==> src/rtl/clk_sched_pkg.sv <==
// clk_sched_pkg
//   Shared definitions for the clock-pair frequency scheduler:
//   - state_t      : sweep FSM states
//   - CODE_*       : result codes reported on res_code
//   - pair_p/pair_q: fixed pair-index -> (P,Q) monitored-clock mapping
package clk_sched_pkg;

   typedef enum logic [2:0] {
      ST_IDLE    = 3'd0,
      ST_SELECT  = 3'd1,
      ST_ARM     = 3'd2,
      ST_MEASURE = 3'd3,
      ST_COMPARE = 3'd4,
      ST_REPORT  = 3'd5
   } state_t;

   localparam logic [1:0] CODE_EQ  = 2'b00;
   localparam logic [1:0] CODE_LT  = 2'b01;
   localparam logic [1:0] CODE_GT  = 2'b10;
   localparam logic [1:0] CODE_TMO = 2'b11;

   localparam int NPAIR = 6;

   // Pair table: 0=(0,1) 1=(0,2) 2=(0,3) 3=(1,2) 4=(1,3) 5=(2,3)
   function automatic logic [1:0] pair_p(input logic [2:0] idx);
      logic [1:0] p;
      case (idx)
         3'd0, 3'd1, 3'd2: p = 2'd0;
         3'd3, 3'd4:       p = 2'd1;
         default:          p = 2'd2;
      endcase
      return p;
   endfunction

   function automatic logic [1:0] pair_q(input logic [2:0] idx);
      logic [1:0] q;
      case (idx)
         3'd0:       q = 2'd1;
         3'd1, 3'd3: q = 2'd2;
         default:    q = 2'd3;
      endcase
      return q;
   endfunction

endpackage

==> src/rtl/edge_sync.sv <==
// edge_sync
//   Two-flop synchronizer for one asynchronous clock, plus a delay flop
//   for rising-edge detection (rise = sync2 & ~sync3).
//   Ports:
//     sys_clk  - system clock
//     rst_n    - asynchronous active-low reset
//     async_in - monitored asynchronous clock
//     rise     - one-cycle pulse per detected rising edge of async_in
module edge_sync (
   input  logic sys_clk,
   input  logic rst_n,
   input  logic async_in,
   output logic rise
);

   logic       sync1_q, sync2_q, sync3_q;
   logic       sync1_d, sync2_d, sync3_d;
   logic [1:0] warm_q, warm_d;

   // The pipeline refills from all-zero after reset; a clock that is
   // already high would otherwise show up as a false rise. Hold off
   // detection until three cycles have passed.
   always_comb begin
      sync1_d = async_in;
      sync2_d = sync1_q;
      sync3_d = sync2_q;
      warm_d  = (warm_q == 2'd3) ? warm_q : warm_q + 2'd1;
   end

   always_ff @(posedge sys_clk or negedge rst_n) begin
      if (!rst_n) begin
         sync1_q <= 1'b0;
         sync2_q <= 1'b0;
         sync3_q <= 1'b0;
         warm_q  <= 2'd0;
      end else begin
         sync1_q <= sync1_d;
         sync2_q <= sync2_d;
         sync3_q <= sync3_d;
         warm_q  <= warm_d;
      end
   end

   assign rise = sync2_q & ~sync3_q & (warm_q == 2'd3);

endmodule

==> src/rtl/clk_pair_sched.sv <==
// clk_pair_sched
//   Sequentially compares the rates of pairs of asynchronous clocks. For
//   each enabled pair (P,Q) it counts sys_clk cycles spanning NEDGE rising
//   edge periods of each clock and reports equal / P<Q / P>Q / timeout.
//   Ports:
//     sys_clk, rst_n     - system clock, asynchronous active-low reset
//     mon_clk[NCLK]      - monitored asynchronous clocks
//     start, pair_mask   - sweep request and pair enables (sampled on start)
//     busy               - sweep in progress
//     res_valid          - one-cycle strobe with res_pair/res_code/res_p/res_q
//     done               - one-cycle end-of-sweep strobe
module clk_pair_sched
   import clk_sched_pkg::*;
#(
   parameter int NCLK  = 4,
   parameter int NEDGE = 4,
   parameter int AW    = 12,
   parameter int TOL   = 2,
   parameter int TMO   = 1023
) (
   input  logic            sys_clk,
   input  logic            rst_n,
   input  logic [NCLK-1:0] mon_clk,
   input  logic            start,
   input  logic [5:0]      pair_mask,
   output logic            busy,
   output logic            res_valid,
   output logic [2:0]      res_pair,
   output logic [1:0]      res_code,
   output logic [AW-1:0]   res_p,
   output logic [AW-1:0]   res_q,
   output logic            done
);

   localparam int EW = $clog2(NEDGE + 1);
   localparam int TW = $clog2(TMO + 1);
   localparam logic [AW-1:0] ACC_MAX = '1;

   logic [NCLK-1:0] rise;

   for (genvar gi = 0; gi < NCLK; gi++) begin : g_sync
      edge_sync u_sync (
         .sys_clk  (sys_clk),
         .rst_n    (rst_n),
         .async_in (mon_clk[gi]),
         .rise     (rise[gi])
      );
   end

   state_t        state_q, state_d;
   logic [5:0]    mask_q, mask_d;
   logic [2:0]    ptr_q, ptr_d;
   logic [2:0]    idx_q, idx_d;
   logic [1:0]    code_q, code_d;
   logic [TW-1:0] tmo_q, tmo_d;
   // Index 0 is the P side, index 1 the Q side.
   logic [AW-1:0] acc_q [2];
   logic [AW-1:0] acc_d [2];
   logic [EW-1:0] ecnt_q [2];
   logic [EW-1:0] ecnt_d [2];
   logic [1:0]    armed_q, armed_d;
   logic [1:0]    fin_q, fin_d;
   logic          busy_q, busy_d;
   logic          res_valid_q, res_valid_d;
   logic          done_q, done_d;
   logic [2:0]    res_pair_q, res_pair_d;
   logic [1:0]    res_code_q, res_code_d;
   logic [AW-1:0] res_p_q, res_p_d;
   logic [AW-1:0] res_q_q, res_q_d;

   logic [1:0]    side_rise;
   logic          sel_found;
   logic [2:0]    sel_idx;
   logic [AW-1:0] diff;

   // Lowest enabled pair index at or above the sweep pointer.
   always_comb begin
      sel_found = 1'b0;
      sel_idx   = 3'd0;
      for (int i = NPAIR - 1; i >= 0; i--) begin
         if (mask_q[i] && (3'(i) >= ptr_q)) begin
            sel_found = 1'b1;
            sel_idx   = 3'(i);
         end
      end
   end

   always_comb begin
      side_rise[0] = rise[pair_p(idx_q)];
      side_rise[1] = rise[pair_q(idx_q)];
      diff = (acc_q[0] >= acc_q[1]) ? (acc_q[0] - acc_q[1]) : (acc_q[1] - acc_q[0]);
   end

   always_comb begin
      state_d     = state_q;
      mask_d      = mask_q;
      ptr_d       = ptr_q;
      idx_d       = idx_q;
      code_d      = code_q;
      tmo_d       = tmo_q;
      acc_d       = acc_q;
      ecnt_d      = ecnt_q;
      armed_d     = armed_q;
      fin_d       = fin_q;
      busy_d      = busy_q;
      res_valid_d = 1'b0;
      done_d      = 1'b0;
      res_pair_d  = res_pair_q;
      res_code_d  = res_code_q;
      res_p_d     = res_p_q;
      res_q_d     = res_q_q;

      case (state_q)
         ST_IDLE: begin
            if (start) begin
               mask_d  = pair_mask;
               ptr_d   = 3'd0;
               busy_d  = 1'b1;
               state_d = ST_SELECT;
            end
         end

         ST_SELECT: begin
            if (sel_found) begin
               idx_d   = sel_idx;
               tmo_d   = '0;
               acc_d   = '{default: '0};
               ecnt_d  = '{default: '0};
               armed_d = 2'b00;
               fin_d   = 2'b00;
               state_d = ST_ARM;
            end else begin
               done_d  = 1'b1;
               busy_d  = 1'b0;
               state_d = ST_IDLE;
            end
         end

         ST_ARM, ST_MEASURE: begin
            // Each side runs independently: the first rise arms it, counting
            // starts the next cycle and includes the cycle of the final rise,
            // so a clean period T yields NEDGE*T.
            for (int s = 0; s < 2; s++) begin
               if (!armed_q[s]) begin
                  if (side_rise[s]) armed_d[s] = 1'b1;
               end else if (!fin_q[s]) begin
                  if (acc_q[s] != ACC_MAX) acc_d[s] = acc_q[s] + AW'(1);
                  if (side_rise[s]) begin
                     ecnt_d[s] = ecnt_q[s] + EW'(1);
                     if (ecnt_q[s] == EW'(NEDGE - 1)) fin_d[s] = 1'b1;
                  end
               end
            end
            // Completion is checked on the next-state fin flags so that a
            // finish landing on the timeout cycle still wins.
            if (fin_d == 2'b11) begin
               state_d = ST_COMPARE;
            end else if (tmo_q == TW'(TMO)) begin
               code_d  = CODE_TMO;
               state_d = ST_REPORT;
            end else begin
               tmo_d = tmo_q + TW'(1);
               if ((state_q == ST_ARM) && (armed_q == 2'b11)) state_d = ST_MEASURE;
            end
         end

         ST_COMPARE: begin
            if (diff <= AW'(TOL))         code_d = CODE_EQ;
            else if (acc_q[0] < acc_q[1]) code_d = CODE_LT;
            else                          code_d = CODE_GT;
            state_d = ST_REPORT;
         end

         ST_REPORT: begin
            res_valid_d = 1'b1;
            res_pair_d  = idx_q;
            res_code_d  = code_q;
            res_p_d     = acc_q[0];
            res_q_d     = acc_q[1];
            ptr_d       = idx_q + 3'd1;
            state_d     = ST_SELECT;
         end

         default: state_d = ST_IDLE;
      endcase
   end

   always_ff @(posedge sys_clk or negedge rst_n) begin
      if (!rst_n) begin
         state_q     <= ST_IDLE;
         mask_q      <= '0;
         ptr_q       <= '0;
         idx_q       <= '0;
         code_q      <= '0;
         tmo_q       <= '0;
         acc_q       <= '{default: '0};
         ecnt_q      <= '{default: '0};
         armed_q     <= '0;
         fin_q       <= '0;
         busy_q      <= 1'b0;
         res_valid_q <= 1'b0;
         done_q      <= 1'b0;
         res_pair_q  <= '0;
         res_code_q  <= '0;
         res_p_q     <= '0;
         res_q_q     <= '0;
      end else begin
         state_q     <= state_d;
         mask_q      <= mask_d;
         ptr_q       <= ptr_d;
         idx_q       <= idx_d;
         code_q      <= code_d;
         tmo_q       <= tmo_d;
         acc_q       <= acc_d;
         ecnt_q      <= ecnt_d;
         armed_q     <= armed_d;
         fin_q       <= fin_d;
         busy_q      <= busy_d;
         res_valid_q <= res_valid_d;
         done_q      <= done_d;
         res_pair_q  <= res_pair_d;
         res_code_q  <= res_code_d;
         res_p_q     <= res_p_d;
         res_q_q     <= res_q_d;
      end
   end

   assign busy      = busy_q;
   assign res_valid = res_valid_q;
   assign done      = done_q;
   assign res_pair  = res_pair_q;
   assign res_code  = res_code_q;
   assign res_p     = res_p_q;
   assign res_q     = res_q_q;

endmodule

==> config.mk <==
export PLATFORM = sky130hd
export DESIGN_NAME = clk_pair_sched
export DESIGN_NICKNAME = d
export VERILOG_FILES = /design/src/rtl/clk_sched_pkg.sv /design/src/rtl/edge_sync.sv /design/src/rtl/clk_pair_sched.sv
export SDC_FILE = /design/constraint.sdc
export NUM_CORES = 1
export LEC_CHECK = 0
export CORE_AREA = 2 2 118 120
export DETAILED_ROUTE_END_ITERATION = 7
export DIE_AREA = 0 0 120 122
export MAX_ROUTING_LAYER = met4
export PLACE_DENSITY = 0.66
export SETUP_SLACK_MARGIN = 0.5
export SLEW_MARGIN = 20
export SYNTH_ARGS = -nofsm -noshare
export SYNTH_HDL_FRONTEND = slang
export SYNTH_SLANG_ARGS = --single-unit
==> constraint.sdc <==
create_clock -name sys_clk -period 3.5 [get_ports sys_clk]
set_input_delay 0.525 -clock sys_clk [delete_from_list [all_inputs] [get_ports sys_clk]]
set_output_delay 0.525 -clock sys_clk [all_outputs]
set_load 0.03 [all_outputs]
**After elaboration in Yosys (flattened, before gate mapping)**

Index checks and enable logic that the tools add are counted.

- Memories: 0
- Bits in latches: 0
- Bits in writable memories: 0
- Memory bits (read-only): 0
- Word-level logic and storage cells: 209
- Flip-flop bits (word level): 113

- Order comparisons: 11
- Bitwise gates (word level): 12
- Shift-type cells: 0
- Divide/modulo/power cells: 0
- Muxes and demuxes: 75
- Equality and inequality tests: 35
- Add/sub/neg operators: 12
- $mul: 0
- Reduce and logical (&&, ||, !) cells: 29

Operators with widths:

| operator | number |
|---|---|
| 2-to-1 mux 12 bit | 7 |
| 2-to-1 mux 3 bit | 17 |
| case mux 24 bit (2 select lines) | 1 |
| 2-to-1 mux 10 bit | 3 |
| != test 2 bit (second input constant) | 14 |
| 2-to-1 mux 1 bit | 27 |
| adder 12 x 1 -> 12 bit (second input constant) | 2 |
| 2-to-1 mux 24 bit | 1 |
| != test 12 bit (second input constant) | 2 |
| subtractor 12 bit | 2 |
| case mux 10 bit (2 select lines) | 1 |
| case mux 2 bit (2 select lines) | 5 |
| AND reduction 5 bit | 4 |
| equality test 3 x 2 -> 1 bit (second input constant) | 6 |
| case mux 3 bit (5 select lines) | 1 |
| equality test 2 bit (second input constant) | 6 |
| greater-or-equal comparator 12 bit | 1 |
| less-or-equal comparator 12 x 2 -> 1 bit (second input constant) | 1 |
| < comparator 12 bit | 1 |
| 2-to-1 mux 2 bit | 6 |
| case mux 6 bit (2 select lines) | 1 |
| adder 10 x 1 -> 10 bit (second input constant) | 1 |
| equality test 10 bit (second input constant) | 1 |
| AND reduction 2 bit | 5 |
| other kinds (22) | 58 |

**Longest topological paths before layout**

Gate-level depths: netlist of the first run.

- Depth after elaboration: 12
- Depth in mapped cells: 12
- Mapped depth without buffers: 12

**Cells and area by module**

A second synthesis of the first run with hierarchy kept.

- Cell total of the unflattened synthesis: 664
- Area, all modules: 6,399.9 sq um

Modules (own cells, without submodules):

| module | cells an instance | instances | sequential area each (sq um) | area an instance (sq um) |
|---|---|---|---|---|
| clk_pair_sched | 628 | 1 | 2,327.2 | 5,714.2 |
| edge_sync | 9 | 4 | 125.1 | 171.4 |

**Worst setup path before layout of the first run**

OpenSTA, ideal clock, no wires.

- Kind: reg2reg
- From: register acc_q[0] (netlist name)
- To: register code_q[1]
- Library setup time: 0.123 ns
- Slack: 0.795 ns
- Clock period less this slack: 2.705 ns
- Arrival: 2.583 ns
- Stages on the path, launching flop included: 13
- Path through: dfrtp_1 > inv_1 > ha_1 > inv_1 > fa_1 > a21o_1 > a221oi_2 > o21ai_1 > xnor2_1 > nand4_1 > or4_1 > a21o_1 > o221a_2

- Longest elaborated chain between the ends: 5
- Elaborated cells on any way between the ends: 9
- Those cells by class: 2 x add/sub; 3 x order compare; 4 x mux

RTL lines:

| what | line | source |
|---|---|---|
| from (decl) | clk_pair_sched.sv:57 | `logic [AW-1:0] acc_q [2];` |
| from (signal assigned) | clk_pair_sched.sv:196 | `acc_q <= '{default: '0};` |
| from (signal assigned) | clk_pair_sched.sv:214 | `acc_q <= acc_d;` |
| subtractor 12 bit or greater-or-equal comparator 12 bit (tied branches) | clk_pair_sched.sv:91 | `diff = (acc_q[0] >= acc_q[1]) ? (acc_q[0] - acc_q[1]) : (acc_q[1] - acc_q[0]);` |
| 2-to-1 mux 12 bit | clk_pair_sched.sv:91 |  |
| less-or-equal comparator 12 x 2 -> 1 bit | clk_pair_sched.sv:168 | `if (diff <= AW'(TOL)) code_d = CODE_EQ;` |
| 2-to-1 mux 2 bit * | clk_pair_sched.sv:168 |  |
| case mux 2 bit (2 select lines) * | clk_pair_sched.sv:113 | `case (state_q)` |
| to (signal assigned) | clk_pair_sched.sv:212 | `code_q <= code_d;` |
| to (decl) | clk_pair_sched.sv:54 | `logic [1:0] code_q, code_d;` |

Mark *: on every way between the ends. The rest lies on a longest branch, timed or not.
A chain may end at the register's enable or synchronous reset.

**Worst setup path after layout of the first run**

- From: register acc_q[12] (netlist name)
- To: register code_q[1]

The elaborated chain is that of the path after synthesis.

==> results of run 1 <==
-- power breakdown --
group	leakage [nW]	total, mW	switching, mW	internal (mW)
sequential	1.44	1.86	0.284	1.58
combinational	1.58	2.78	1.59	1.19
clock	0.277	1.65	0.585	1.07
total	3.30	6.30	2.45	3.84
-- kinds of logic after synthesis --
kind of cell               after synthesis  synth area share (%)
and+or+nand+nor                        220                  17.6
AOI/OAI and AO/OA                      150                  15.6
DFF                                    113                  45.0
buffers and inverters                   73                  4.80
adders and majority gates               41                  8.40
xor gates and xnor gates                39                  5.44
muxes                                   17                  3.19
-- critical path: cells and delay by family, from the launching register on --
| kind | cells | cell delay, ns |
|---|---|---|
| AO/OA/AOI/OAI | 7 | 1.22 |
| adder cells (fa/ha/maj) | 2 | 0.52 |
| AND/OR/NAND/NOR | 1 | 0.47 |
| flip-flops | 1 | 0.41 |
| buffers and inverters | 2 | 0.13 |
-- cell usage after synthesis (all sizes together) (2+ instances only) --
master	instances
o21a	3
nand2	75
a22o	2
fa	2
nand2b	4
o22ai	4
and3	6
and2	7
and4	4
o21bai	2
a211oi	6
ha	39
nand4	9
dfrtp	113
inv	47
mux2i	2
buf	12
o221a	2
nand3	20
a21boi	2
a21o	12
nor3	15
a21oi	42
mux2	14
or3	7
xnor2	36
o21ai	56
o211a	2
nor2	47
o211ai	2
nor4	4
clkbuf	14
xor2	3
a22oi	2
nand3b	5
or2	3
nor2b	9
-- registers in the layout (all words and copies together), names as in the netlist, 3 cells and up --
signal,flops
acc_q,24
res_p,12
res_q,12
tmo_q,10
g_sync.u_sync.warm_q,8
ecnt_q,6
mask_q,6
g_sync.u_sync.sync1_q,4
g_sync.u_sync.sync2_q,4
g_sync.u_sync.sync3_q,4
idx_q,3
ptr_q,3
res_pair,3
state_q,3
-- final cells by class --
type	count	area share, %
clock buffer	20	6.03
clock inverter	10	1.49
inverter	47	2.33
multi-input combinational	467	42.6
sequential	113	37.4
tap	180	2.98
timing repair buffer	56	7.19
-- metal layers --
layer | global-route usage (%) | share of wire (%)
met2 | 33.8 | 47
met3 | 4.54 | 4.3
met4 | 8.01 | 1.8
met5 | - | 0
met1 | 30.0 | 47
-- worst max-delay path by stage --
stage                      to  cells after the start
global route        code_q[1]                     12
global placement    code_q[1]                     12
floorplan           code_q[1]                     12
CTS                 code_q[1]                     12
detailed placement  code_q[1]                     12
finish              code_q[1]                     12
-- what timing repair did --
action,in CTS,in global routing
resized for setup,1,21
pin swaps,1,11
endpoints found under the setup margin,2,6
buffers inserted,2,4
==> impl_metrics.env, run 1 <==
export IMPL_die_area_mm2=0.0146
export IMPL_first_pass_grt_wire_length_mm=24.7
export IMPL_synthesis_instances=653
export IMPL_setup_repair_after_global_routing_missed_its_margin="yes"
export IMPL_final_core_utilization_pct=56.0
export IMPL_synth_edff_count=0
export IMPL_timing_critical_path_slowest_cell_delay_ns=0.47
export IMPL_cts_sinks=113
export IMPL_whs_ns=0.223
export IMPL_ir_worst_vdd_uv=361
export IMPL_globalRoute_totalOverflow=0
export IMPL_top_level_ports=45
export IMPL_drtPass1Iterations=4
export IMPL_remaining_drc_errors=0
export IMPL_vias_cell=5.45
export IMPL_reg2reg_to="code_q[1]"
export IMPL_cts_hold_buffers=0
export IMPL_clock_path_buffers=2
export IMPL_drt_initial_drc_count=292
export IMPL_synth_avg_cell_area_um2=9.62
export IMPL_final_cell_area_mm2=0.00757
export IMPL_critical_path_max_fanout=4
export IMPL_post_layout_nonfiller_instances=893
export IMPL_ant_nets=0
export IMPL_cts_inserted_buffers=17
export IMPL_leak_nw=3.30
export IMPL_drv_slew=0
export IMPL_num_rows=43
export IMPL_routed_wirelength_mm=14.8
export IMPL_post_synth_top_area_cell="sky130_fd_sc_hd__dfrtp_1"
export IMPL_seq_area_mm2=0.00283
export IMPL_hold_class="in -> async"
export IMPL_hold_viol=0
export IMPL_vias_in_the_first_global_route=4833
export IMPL_pin_count_of_the_biggest_net_entering_global_routing=67
export IMPL_die_width_um=120
export IMPL_portBuffers=44
export IMPL_critPathMostFrequentCell="sky130_fd_sc_hd__a21o_1"
export IMPL_post_synth_num_cell_types=69
export IMPL_tightestPinTransition_ns=0.856
export IMPL_multi_input_comb_area_mm2=0.00322
export IMPL_status="completed"
export IMPL_setup_skew_ns=0.00785
export IMPL_postPlaceCellArea_mm2=0.00688
export IMPL_synthTopCellsByArea="sky130_fd_sc_hd__dfrtp_1 (45%), sky130_fd_sc_hd__ha_1 (7.8%), sky130_fd_sc_hd__xnor2_1 (5.0%)"
export IMPL_layout_common_cells="sky130_fd_sc_hd__dfrtp_1 (112), sky130_fd_sc_hd__nand2_1 (75), sky130_fd_sc_hd__o21ai_0 (49), sky130_fd_sc_hd__nor2_1 (47), sky130_fd_sc_hd__clkdlybuf4s50_1 (43)"
export IMPL_kind_of_start_point_of_the_critical_path="flip-flop"
export IMPL_worst_setup_path_startpoint="acc_q[12]"
export IMPL_setup_violations_final=0
export IMPL_post_route_cells_drive_above_1_share_pct=13.3
export IMPL_tritoncts="yes"
export IMPL_dp_worst_setup_slack_ns=0.502
export IMPL_worstPathCellList="inv_2 -> ha_4 -> inv_2 -> fa_2 -> a21o_1 -> a21o_1 -> a21oi_2 -> o41a_1 -> o21ai_1 -> or4_1 -> a21o_1 -> o221a_2"
export IMPL_critical_path_endpoint_type="flip-flop"
export IMPL_worst_slack_ns=0.615
export IMPL_dieHeight_um=122
export IMPL_proportion_of_netlist_area_held_by_the_largest_area_contributor_pct=45.0
export IMPL_synth_seq_cells=113
export IMPL_floorplan_core_area_mm2=0.0135
export IMPL_critPathKind="reg -> reg"
export IMPL_yosysSeqAreaShare_pct=45.0
export IMPL_cp_slowest_cell="sky130_fd_sc_hd__or4_1"
export IMPL_maxCapViolations=0
export IMPL_r2r_start="acc_q[12]"
export IMPL_antenna_found_initial=0
export IMPL_fmaxAchievable_ghz=0.347
export IMPL_final_min_period_over_clock_period_pct=82.4
export IMPL_vias=4868
export IMPL_crit_arrival_ns=3.18
export IMPL_r2r_setup_slack_ns=0.61
export IMPL_num_fill_cells=1180
export IMPL_routedWlPerCell_um=16.5
export IMPL_required_worst_endpoint_ns=3.79
export IMPL_gpl_final_weighted_congestion=0.908
export IMPL_diodes=0
export IMPL_cts_clk_slew_worst_paths_ns=0.05
export IMPL_postSynth_topFlopCell="sky130_fd_sc_hd__dfrtp_1"
export IMPL_yosys_warnings=0
export IMPL_total_power_mw=6.30
export IMPL_cts_htree_levels=4
export IMPL_post_place_cells=857
export IMPL_globalRouteTotalUtil_pct=22.3
export IMPL_finish_net_count=756
export IMPL_rr_worst_depth=12
export IMPL_initial_standard_cell_utilization_of_the_core_pct=46.5
export IMPL_leading_cell_type_in_the_layout_fill_and_taps_excluded="sky130_fd_sc_hd__dfrtp_1"
export IMPL_max_slew_margin_rel_pct=43.0
export IMPL_synth_nets=707
export IMPL_finalWorstPathRequiredPeriod_ns=2.89
export IMPL_synth_area_mm2=0.00628
export IMPL_place_detailed_hpwl_mm=10.8
export IMPL_fin_tns_setup_ns=0
export IMPL_cts_root_buffer_cell="sky130_fd_sc_hd__clkbuf_16"
export IMPL_postSynth_asyncResetShare_pct=100
export IMPL_area_growth_from_synthesis_to_final_layout_pct=20.5
export IMPL_power_density_mw_per_mm2=832
export IMPL_worstSkewPairLatency_ns=0.42
No activity file was read; power rests on OpenSTA's default activity.
==> inputs of run 2 (changes only) <==
Clock period 3.5 ns to 2.9 ns, I/O delays scaled along.
==> run 2 against run 1 <==
Compared with the run above: routed wire length grew 8.1%; final cell count rose by 4.3%; worst hold slack worse by 0.13 ns; first-iteration DRC count rose by 21%; critical path depth unchanged; total power is 35% higher; critical path type unchanged; critical endpoint is now code_q[0].
==> impl_metrics.env, run 2 (synthesis results as in run 1) <==
export IMPL_maxCapViolations=0
export IMPL_drtPass1Iterations=5
export IMPL_dieHeight_um=122
export IMPL_tightestPinTransition_ns=0.735
export IMPL_top_level_ports=45
export IMPL_setup_skew_ns=0.00720
export IMPL_globalRoute_totalOverflow=0
export IMPL_hold_viol=0
export IMPL_die_area_mm2=0.0146
export IMPL_remaining_drc_errors=0
export IMPL_multi_input_comb_area_mm2=0.00347
export IMPL_max_slew_margin_rel_pct=51.0
export IMPL_critical_path_endpoint_type="flip-flop"
export IMPL_setup_repair_after_global_routing_missed_its_margin="yes"
export IMPL_internal_power_mw=5.21
export IMPL_critPathKind="reg -> reg"
export IMPL_post_place_cells=877
export IMPL_finish_net_count=792
export IMPL_antenna_found_initial=0
export IMPL_cts_clk_slew_worst_paths_ns=0.05
export IMPL_post_route_cells_drive_above_1_share_pct=22.5
export IMPL_kind_of_start_point_of_the_critical_path="flip-flop"
export IMPL_critical_path_max_fanout=3
export IMPL_globalRouteTotalUtil_pct=22.8
export IMPL_comb_power_share_pct=47.3
export IMPL_pwr_share_seq_pct=26.5
export IMPL_place_detailed_hpwl_mm=11.1
export IMPL_pin_count_of_the_biggest_net_entering_global_routing=57
export IMPL_post_layout_nonfiller_instances=931
export IMPL_leading_cell_type_in_the_layout_fill_and_taps_excluded="sky130_fd_sc_hd__dfrtp_1"
export IMPL_vias=5070
export IMPL_vias_cell=5.45
export IMPL_routed_wirelength_mm=16.0
export IMPL_seq_area_mm2=0.00283
export IMPL_num_rows=43
export IMPL_largest_register="acc_q"
export IMPL_power_switching_share_pct=38.5
export IMPL_initial_standard_cell_utilization_of_the_core_pct=46.5
export IMPL_die_width_um=120
export IMPL_status="completed"
export IMPL_leak_nw=3.59
export IMPL_routedWlPerCell_um=17.1
export IMPL_worstSkewPairLatency_ns=0.41
export IMPL_num_fill_cells=1128
export IMPL_cts_inserted_buffers=17
export IMPL_cts_root_buffer_cell="sky130_fd_sc_hd__clkbuf_16"
export IMPL_power_density_mw_per_mm2=1040
export IMPL_hold_class="in -> async"
export IMPL_clockPowerShare_pct=26.2
export IMPL_portBuffers=44
export IMPL_tritoncts="yes"
export IMPL_total_power_mw=8.48
export IMPL_power_switching_mw=3.27
export IMPL_gpl_final_weighted_congestion=0.971
export IMPL_diodes=0
export IMPL_crit_arrival_ns=3.07
export IMPL_floorplan_core_area_mm2=0.0135
export IMPL_final_min_period_over_clock_period_pct=95.7
export IMPL_cts_htree_levels=4
export IMPL_clock_path_buffers=2
export IMPL_first_pass_grt_wire_length_mm=25.3
export IMPL_finalWorstPathRequiredPeriod_ns=2.78
export IMPL_area_growth_from_synthesis_to_final_layout_pct=30.1
export IMPL_ant_nets=0
export IMPL_vias_in_the_first_global_route=5030
export IMPL_ir_worst_vdd_uv=441
export IMPL_layout_common_cells="sky130_fd_sc_hd__dfrtp_1 (109), sky130_fd_sc_hd__nand2_1 (74), sky130_fd_sc_hd__o21ai_0 (48), sky130_fd_sc_hd__nor2_1 (45), sky130_fd_sc_hd__clkdlybuf4s50_1 (43)"
export IMPL_drv_slew=0
export IMPL_required_worst_endpoint_ns=3.20
export IMPL_setup_violations_final=0
export IMPL_largest_reg_flops=24
export IMPL_drt_initial_drc_count=352
export IMPL_fmaxAchievable_ghz=0.360
export IMPL_cts_sinks=113
==> run 2: cell types whose count changed in the layout (fill, tap and decap cells not counted), moves of 4 or more <==
| cell | delta |
|---|---|
| sky130_fd_sc_hd__a21oi_2 | +5 |
| sky130_fd_sc_hd__nor3_1 | -6 |
| sky130_fd_sc_hd__nor3_4 | +4 |
| sky130_fd_sc_hd__or3_4 | +4 |
| sky130_fd_sc_hd__buf_4 | +31 |
| sky130_fd_sc_hd__a21oi_1 | -5 |
==> run 2: layout make-up <==
| class | count | share of cell area, % |
|---|---|---|
| Multi-Input combinational cell | 468 | 42.5 |
| Sequential cell | 113 | 34.7 |
| Timing Repair Buffer | 91 | 10.1 |
| Clock buffer | 22 | 6.05 |
| Tap cell | 180 | 2.76 |
| Inverter | 47 | 2.16 |
| Clock inverter | 10 | 1.79 |
==> run 2: critical path, stage by stage (launching register included) <==
cell and delay (ns):
sky130_fd_sc_hd__dfrtp_1 0.40, sky130_fd_sc_hd__inv_2 0.09, sky130_fd_sc_hd__ha_4 0.13, sky130_fd_sc_hd__inv_2 0.04
sky130_fd_sc_hd__fa_2 0.36, sky130_fd_sc_hd__a21o_1 0.22, sky130_fd_sc_hd__a21oi_2 0.16, sky130_fd_sc_hd__xnor2_1 0.10
sky130_fd_sc_hd__a311oi_1 0.30, sky130_fd_sc_hd__nand4_1 0.12, sky130_fd_sc_hd__or4_1 0.41, sky130_fd_sc_hd__a21o_1 0.21
sky130_fd_sc_hd__o211a_1 0.14
==> run 2: layer usage <==
layer | wire length (um) | global-route usage [%]
met5 | 0 | -
met3 | 836 | 4.45
met1 | 7330 | 30.4
met2 | 7580 | 35.2
met4 | 221 | 7.79
==> run 2: worst paths after layout <==
| path | from | depth (start not counted) | end | slack [ns] |
|---|---|---|---|---|
| worst max-delay path | acc_q[0] | 12 | code_q[0] | 0.12 |
| worst min-delay path | rst_n | 1 | g_sync[1].u_sync.sync1_q | 0.09 |
| worst max register to register | acc_q[0] | 12 | code_q[0] | 0.12 |
| worst min register to register | g_sync[2].u_sync.sync1_q | 0 | g_sync[2].u_sync.sync2_q | 0.35 |
| max in group asynchronous | rst_n | 2 | res_q[1] | 2.07 |
| min in group sys_clk | g_sync[2].u_sync.sync1_q | 0 | g_sync[2].u_sync.sync2_q | 0.35 |
==> run 2: power groups by stage <==
stage,Sequential [mW],Clock (mW),Combinational [mW]
floorplan,2.27,0,2.36
global placement,2.24,0,3.16
detailed placement,2.26,0,3.21
CTS,2.23,2.24,3.54
global route,2.29,2.33,4.37
finish,2.25,2.22,4.01
==> run 2: per-stage QoR <==
stage | hold slack, ns | worst slack (ns) | utilization (%) | cell area (um^2) | TNS (ns)
final | 0.0916 | 0.124 | 60.5 | 8170 | 0
after detailed placement | 0.337 | 0.0236 | 52.2 | 7050 | 0
after CTS | 0.115 | 0.0912 | 58.5 | 7910 | 0
after global routing | 0.147 | -0.0206 | 60.5 | 8170 | -0.0361
after floorplan | 0.139 | 0.305 | - | 6300 | 0
after global placement | 0.332 | 0.117 | 52.2 | 7050 | 0
==> run 2: what timing repair did <==
item,CTS,global route
endpoints found under the setup margin,18,27
endpoints found under the hold margin,0,0
hold buffers,0,0
setup buffers,14,6
gates cloned,1,1
pin swaps,22,18
gates resized for setup,27,49
==> inputs of run 3 (changes only) <==
Settings changed: CORE_AREA 2 2 118 120 to 4 4 120 122, CTS_BUF_LIST from default to sky130_fd_sc_hd__clkbuf_8, DIE_AREA 0 0 120 122 to 0 0 124 126.
==> run 3 against run 2 <==
Compared with the run above: register-to-register slack got worse by 0.04 ns; largest power group unchanged; setup slack worse by 0.044 ns; final cell count is 0.43% higher.
==> impl_metrics.env, run 3 (synthesis results as in run 1) <==
export IMPL_floorplan_core_area_mm2=0.0132
export IMPL_grt_met3_usage_pct=5.38
export IMPL_area_growth_from_synthesis_to_final_layout_pct=27.0
export IMPL_power_density_mw_per_mm2=1000
export IMPL_setup_repair_after_global_routing_missed_its_margin="yes"
export IMPL_vias=5069
export IMPL_setup_skew_ns=0.0121
export IMPL_tightestPinTransition_ns=0.627
export IMPL_crit_arrival_ns=3.14
export IMPL_drv_slew=0
export IMPL_top_level_ports=45
export IMPL_first_pass_grt_wire_length_mm=25.3
export IMPL_portBuffers=44
export IMPL_routed_wirelength_mm=16.0
export IMPL_cts_sinks=113
export IMPL_finish_net_count=800
export IMPL_ant_nets=0
export IMPL_max_slew_margin_rel_pct=58.2
export IMPL_fin_tns_setup_ns=0
export IMPL_grt_met2_use_pct=31.8
export IMPL_finalWorstPathRequiredPeriod_ns=2.82
export IMPL_num_rows=42
export IMPL_worstSkewPairLatency_ns=0.44
export IMPL_globalRouteTotalUtil_pct=21.4
export IMPL_hold_viol=0
export IMPL_cts_inserted_buffers=17
export IMPL_die_area_mm2=0.0156
export IMPL_cts_clk_slew_worst_paths_ns=0.07
export IMPL_initial_standard_cell_utilization_of_the_core_pct=47.6
export IMPL_critical_path_endpoint_type="flip-flop"
export IMPL_whs_ns=0.0140
export IMPL_drt_initial_drc_count=403
export IMPL_num_fill_cells=1136
export IMPL_drtPass1Iterations=5
export IMPL_top_usage_layer="met2"
export IMPL_diodes=0
export IMPL_leak_nw=3.50
export IMPL_pin_count_of_the_biggest_net_entering_global_routing=69
export IMPL_maxCapViolations=0
export IMPL_dp_worst_setup_slack_ns=0.0593
export IMPL_required_worst_endpoint_ns=3.22
export IMPL_hold_class="in -> async"
export IMPL_critical_path_max_fanout=3
export IMPL_leading_cell_type_in_the_layout_fill_and_taps_excluded="sky130_fd_sc_hd__dfrtp_1"
export IMPL_globalRouteMet1Util_pct=29.4
export IMPL_final_min_period_over_clock_period_pct=97.2
export IMPL_cts_htree_levels=4
export IMPL_seq_area_mm2=0.00283
export IMPL_kind_of_start_point_of_the_critical_path="flip-flop"
export IMPL_antenna_found_initial=0
export IMPL_clock_path_buffers=2
export IMPL_cts_root_buffer_cell="sky130_fd_sc_hd__clkbuf_8"
export IMPL_multi_input_comb_area_mm2=0.00343
export IMPL_vias_cell=5.42
export IMPL_critPathKind="reg -> reg"
export IMPL_layout_common_cells="sky130_fd_sc_hd__dfrtp_1 (110), sky130_fd_sc_hd__nand2_1 (74), sky130_fd_sc_hd__buf_4 (51), sky130_fd_sc_hd__o21ai_0 (49), sky130_fd_sc_hd__nor2_1 (45)"
export IMPL_dieHeight_um=126
export IMPL_status="completed"
export IMPL_setup_violations_final=0
export IMPL_die_width_um=124
export IMPL_vias_in_the_first_global_route=4901
export IMPL_globalRoute_totalOverflow=0
export IMPL_ir_worst_vdd_uv=499
export IMPL_largest_register="acc_q"
export IMPL_remaining_drc_errors=0
export IMPL_tritoncts="yes"
export IMPL_fmaxAchievable_ghz=0.355
export IMPL_routedWlPerCell_um=17.1
export IMPL_gpl_final_weighted_congestion=0.939
export IMPL_largest_reg_flops=24
export IMPL_worst_slack_ns=0.0800
export IMPL_post_route_cells_drive_above_1_share_pct=23.1
export IMPL_place_detailed_hpwl_mm=11.3
-- run 3: cell types whose count changed in the layout (fill, tap and decap cells not counted), moves of 3 or more --
| cell | previous run | this run |
|---|---|---|
| sky130_fd_sc_hd__clkbuf_16 | 17 | 0 |
| sky130_fd_sc_hd__clkbuf_8 | 5 | 20 |
| sky130_fd_sc_hd__buf_4 | 42 | 51 |
| sky130_fd_sc_hd__nor3_2 | 4 | 9 |
| sky130_fd_sc_hd__ha_1 | 32 | 29 |
| sky130_fd_sc_hd__inv_1 | 40 | 43 |
| sky130_fd_sc_hd__inv_6 | 3 | 0 |
| sky130_fd_sc_hd__nor3_4 | 4 | 1 |
-- run 3: worst paths after layout --
kind                            cells after the start  slack [ns]                  endpoint                     start
worst max register to register                     13        0.08                 code_q[1]                 acc_q[12]
max in group asynchronous                           2        2.11                  idx_q[0]                     rst_n
worst min-delay path                                1        0.01                 ecnt_q[5]                     rst_n
worst max-delay path                               13        0.08                 code_q[1]                 acc_q[12]
worst min register to register                      0        0.35  g_sync[2].u_sync.sync2_q  g_sync[2].u_sync.sync1_q
min in group sys_clk                                0        0.35  g_sync[2].u_sync.sync2_q  g_sync[2].u_sync.sync1_q
-- run 3: timing repair --
item | 4_1_cts | 5_1_grt
gates cloned | 0 | 1
pin swaps | 14 | 26
hold buffers | 0 | 0
buffers inserted | 11 | 12
resized for setup | 19 | 49
setup endpoints to repair | 15 | 28
-- run 3: metrics by stage --
| step | total power [mW] | util [%] | instances | instance area [um^2] |
|---|---|---|---|---|
| 2_1_floorplan | 4.63 | - | 653 | 6300 |
| 3_3_place_gp | 5.55 | 53.7 | 879 | 7090 |
| 3_5_place_dp | 5.62 | 53.7 | 879 | 7090 |
| 4_1_cts | 7.54 | 58.2 | 922 | 7680 |
| 5_1_grt | 8.54 | 60.5 | 935 | 7980 |
| 6_report | 8.00 | 60.5 | 935 | 7980 |
-- run 3: layer usage --
layer | vias up | share of wire [%] | wire length, um
met3 | 23 | 6.0 | 960
met1 | 2468 | 47 | 7460
li1 | 2432 | - | -
met2 | 146 | 46 | 7310
met4 | 0 | 1.6 | 250
met5 | - | 0 | 0
-- run 3: final cells by class --
type                            instances  share of cell area [%]
Tap cell                              176                    2.76
Clock inverter                         12                    2.07
Multi-Input combinational cell        468                    43.0
Clock buffer                           20                    3.45
Timing Repair Buffer                   99                    11.0
Sequential cell                       113                    35.5
Inverter                               47                    2.21
-- run 3: worst max-delay path: stages, from the launching register on --
cell                       delay, ns
sky130_fd_sc_hd__dfrtp_2        0.38
sky130_fd_sc_hd__buf_4          0.12
sky130_fd_sc_hd__ha_4           0.12
sky130_fd_sc_hd__inv_2          0.04
sky130_fd_sc_hd__fa_2           0.34
sky130_fd_sc_hd__a21o_1         0.22
sky130_fd_sc_hd__a221oi_4       0.33
sky130_fd_sc_hd__buf_4          0.17
sky130_fd_sc_hd__nand2_1        0.04
sky130_fd_sc_hd__o21ai_0        0.06
sky130_fd_sc_hd__nand4_1        0.11
sky130_fd_sc_hd__or4_1          0.42
sky130_fd_sc_hd__a21o_1         0.22
sky130_fd_sc_hd__o221a_2        0.12
-- run 3: power by group --
| part | internal, mW | switching, mW | total, mW |
|---|---|---|---|
| sequential | 1.91 | 0.321 | 2.23 |
| clock | 0.993 | 0.648 | 1.64 |
| combinational | 1.92 | 2.21 | 4.14 |
==> RTL change, RTL diff (settings of run 2) <==
Take the reset off `res_p_q` and load it in a clocked block of its own.
--- a/src/rtl/clk_pair_sched.sv
+++ b/src/rtl/clk_pair_sched.sv
@@ -202,7 +202,6 @@
          done_q      <= 1'b0;
          res_pair_q  <= '0;
          res_code_q  <= '0;
-         res_p_q     <= '0;
          res_q_q     <= '0;
       end else begin
          state_q     <= state_d;
@@ -220,9 +219,12 @@
          done_q      <= done_d;
          res_pair_q  <= res_pair_d;
          res_code_q  <= res_code_d;
-         res_p_q     <= res_p_d;
          res_q_q     <= res_q_d;
       end
+   end
+
+   always_ff @(posedge sys_clk) begin
+      res_p_q <= res_p_d;
    end
 
    assign busy      = busy_q;
Function: same outputs for any inputs over 10 cycles, from zero or initial values and one cycle with rst_n low; that may be too few to reach the edited logic, so the function may still have changed.
==> RTL change against run 2 <==
Setup slack improved by 0.11 ns; final area rose by 3.0%; final cell count rose by 3.8%; via count rose by 10%; largest cell class unchanged; wire length rose by 10%; sequential cell count did not move; clock skew rose by 0.0023 ns; utilization rose by 1.8 points; synthesized area rose by 2.6%; non-clock buffer count rose by 11; critical endpoint is now code_q[1]; total power rose by 2.6%; highest routed layer unchanged; sequential share of layout area fell by 0.32 points.
==> RTL change: results (changes against run 2) <==
grt_start_max_net_pins: 58  # +1.8%
cts_root_buffer: "clkbuf_16"
cp-startpoint: "acc_q[12]"
wirelength_mm: 17.64  # +10%
path_max_fanout: 4  # +1
met1_length_mm: 7.413  # +1.1%
track_usage_pct: 25.24  # +2.4 points
reg2reg_slack_ns: 0.24  # +0.11 ns
hold_ws_ns: 0.01724  # -0.07440 ns
place_congestion: 0.8739  # -10%
finClkSkew_ns: 0.009525  # +0.002325 ns
ys_seq_area_share_pct: 44.79  # -0.22 points
min_path_type: "input pin to asynchronous set/reset pin"
dp_hpwl_mm: 12.19  # +10%
r2r-end: "code_q[1]"
route.met3.wl_um: 729  # -13%
syn_nets: 728  # +3.0%
synthAdderAreaFrac_pct: 8.189  # -0.22 points
power.switching_mw: 3.325  # +1.8%
synth_edf_count: 12  # +12
crit_slowest_cell: "dfrtp_2"
muxShareOfSynthArea_pct: 4.444  # +1.3 points
dpl_cell_area_um2: 7292  # +3.5%
synth_xor_area_share_pct: 2.038  # -3.4 points
wl_met2_mm: 8.975  # +18%
synth_compound_area_share_pct: 17.93  # +2.4 points
nNetsFinal: 827  # +4.4%
p_leak_nw: 3.711  # +3.4%
crit_family: "buffers and inverters"
drive_above_1_share_pct: 20.61  # -1.9 points
drt_first_pass_iters: 4  # -1
crit_end: "code_q[1]"
cp.arrival_ns: 2.96  # -0.11 ns
relSlewSlack_pct: 48.61  # -2.4 points
grt_use_met1_pct: 29.37  # -1.0 points
grt_util_met3_pct: 5.478  # +1.0 points
status: "completed"
peakVddDrop_mv: 0.8008  # +82%
cts_resized: 25  # -7.4%
p_comb_mw: 4.26  # +6.2%
drtIter0Drc: 376  # +6.8%
nFillCells: 1088  # -3.5%
async_flop_share_pct: 89.38  # -11 points
RTL change: changes by cell type after synthesis, sizes merged, moves of 5 or more:
cell,delta
dfrtp,-12
mux2i,+12
o21a,+6
o31ai,+5
xnor2,-25
nand2,+7
a211oi,-5
edfxtp,+12
nand3,+8
and2,-6
and3,+6
o31a,+6
nor2,-11
RTL change: area by class of cell:
| type | count | area [um2] | area share [%] |
|---|---|---|---|
| multi-input cells | 488 | 3530 | 41.91 |
| flip-flops and latches | 113 | 2892 | 34.33 |
| repair buffers | 102 | 924.6 | 10.98 |
| clock buffers | 25 | 526.8 | 6.255 |
| well taps | 180 | 225.2 | 2.674 |
| inverters | 50 | 197.7 | 2.347 |
| clock inverters | 7 | 118.9 | 1.411 |
| repair inverters | 1 | 7.507 | 0.08914 |
RTL change: metrics by stage:
step	util, %	setup WS, ns	std cells
final	62.36	0.2367	966
after global routing	62.36	0.1015	966
after CTS	60.47	0.1299	956
after detailed placement	54.00	0.08987	909
after global placement	54.00	0.1758	909
after floorplan	-	0.3720	674
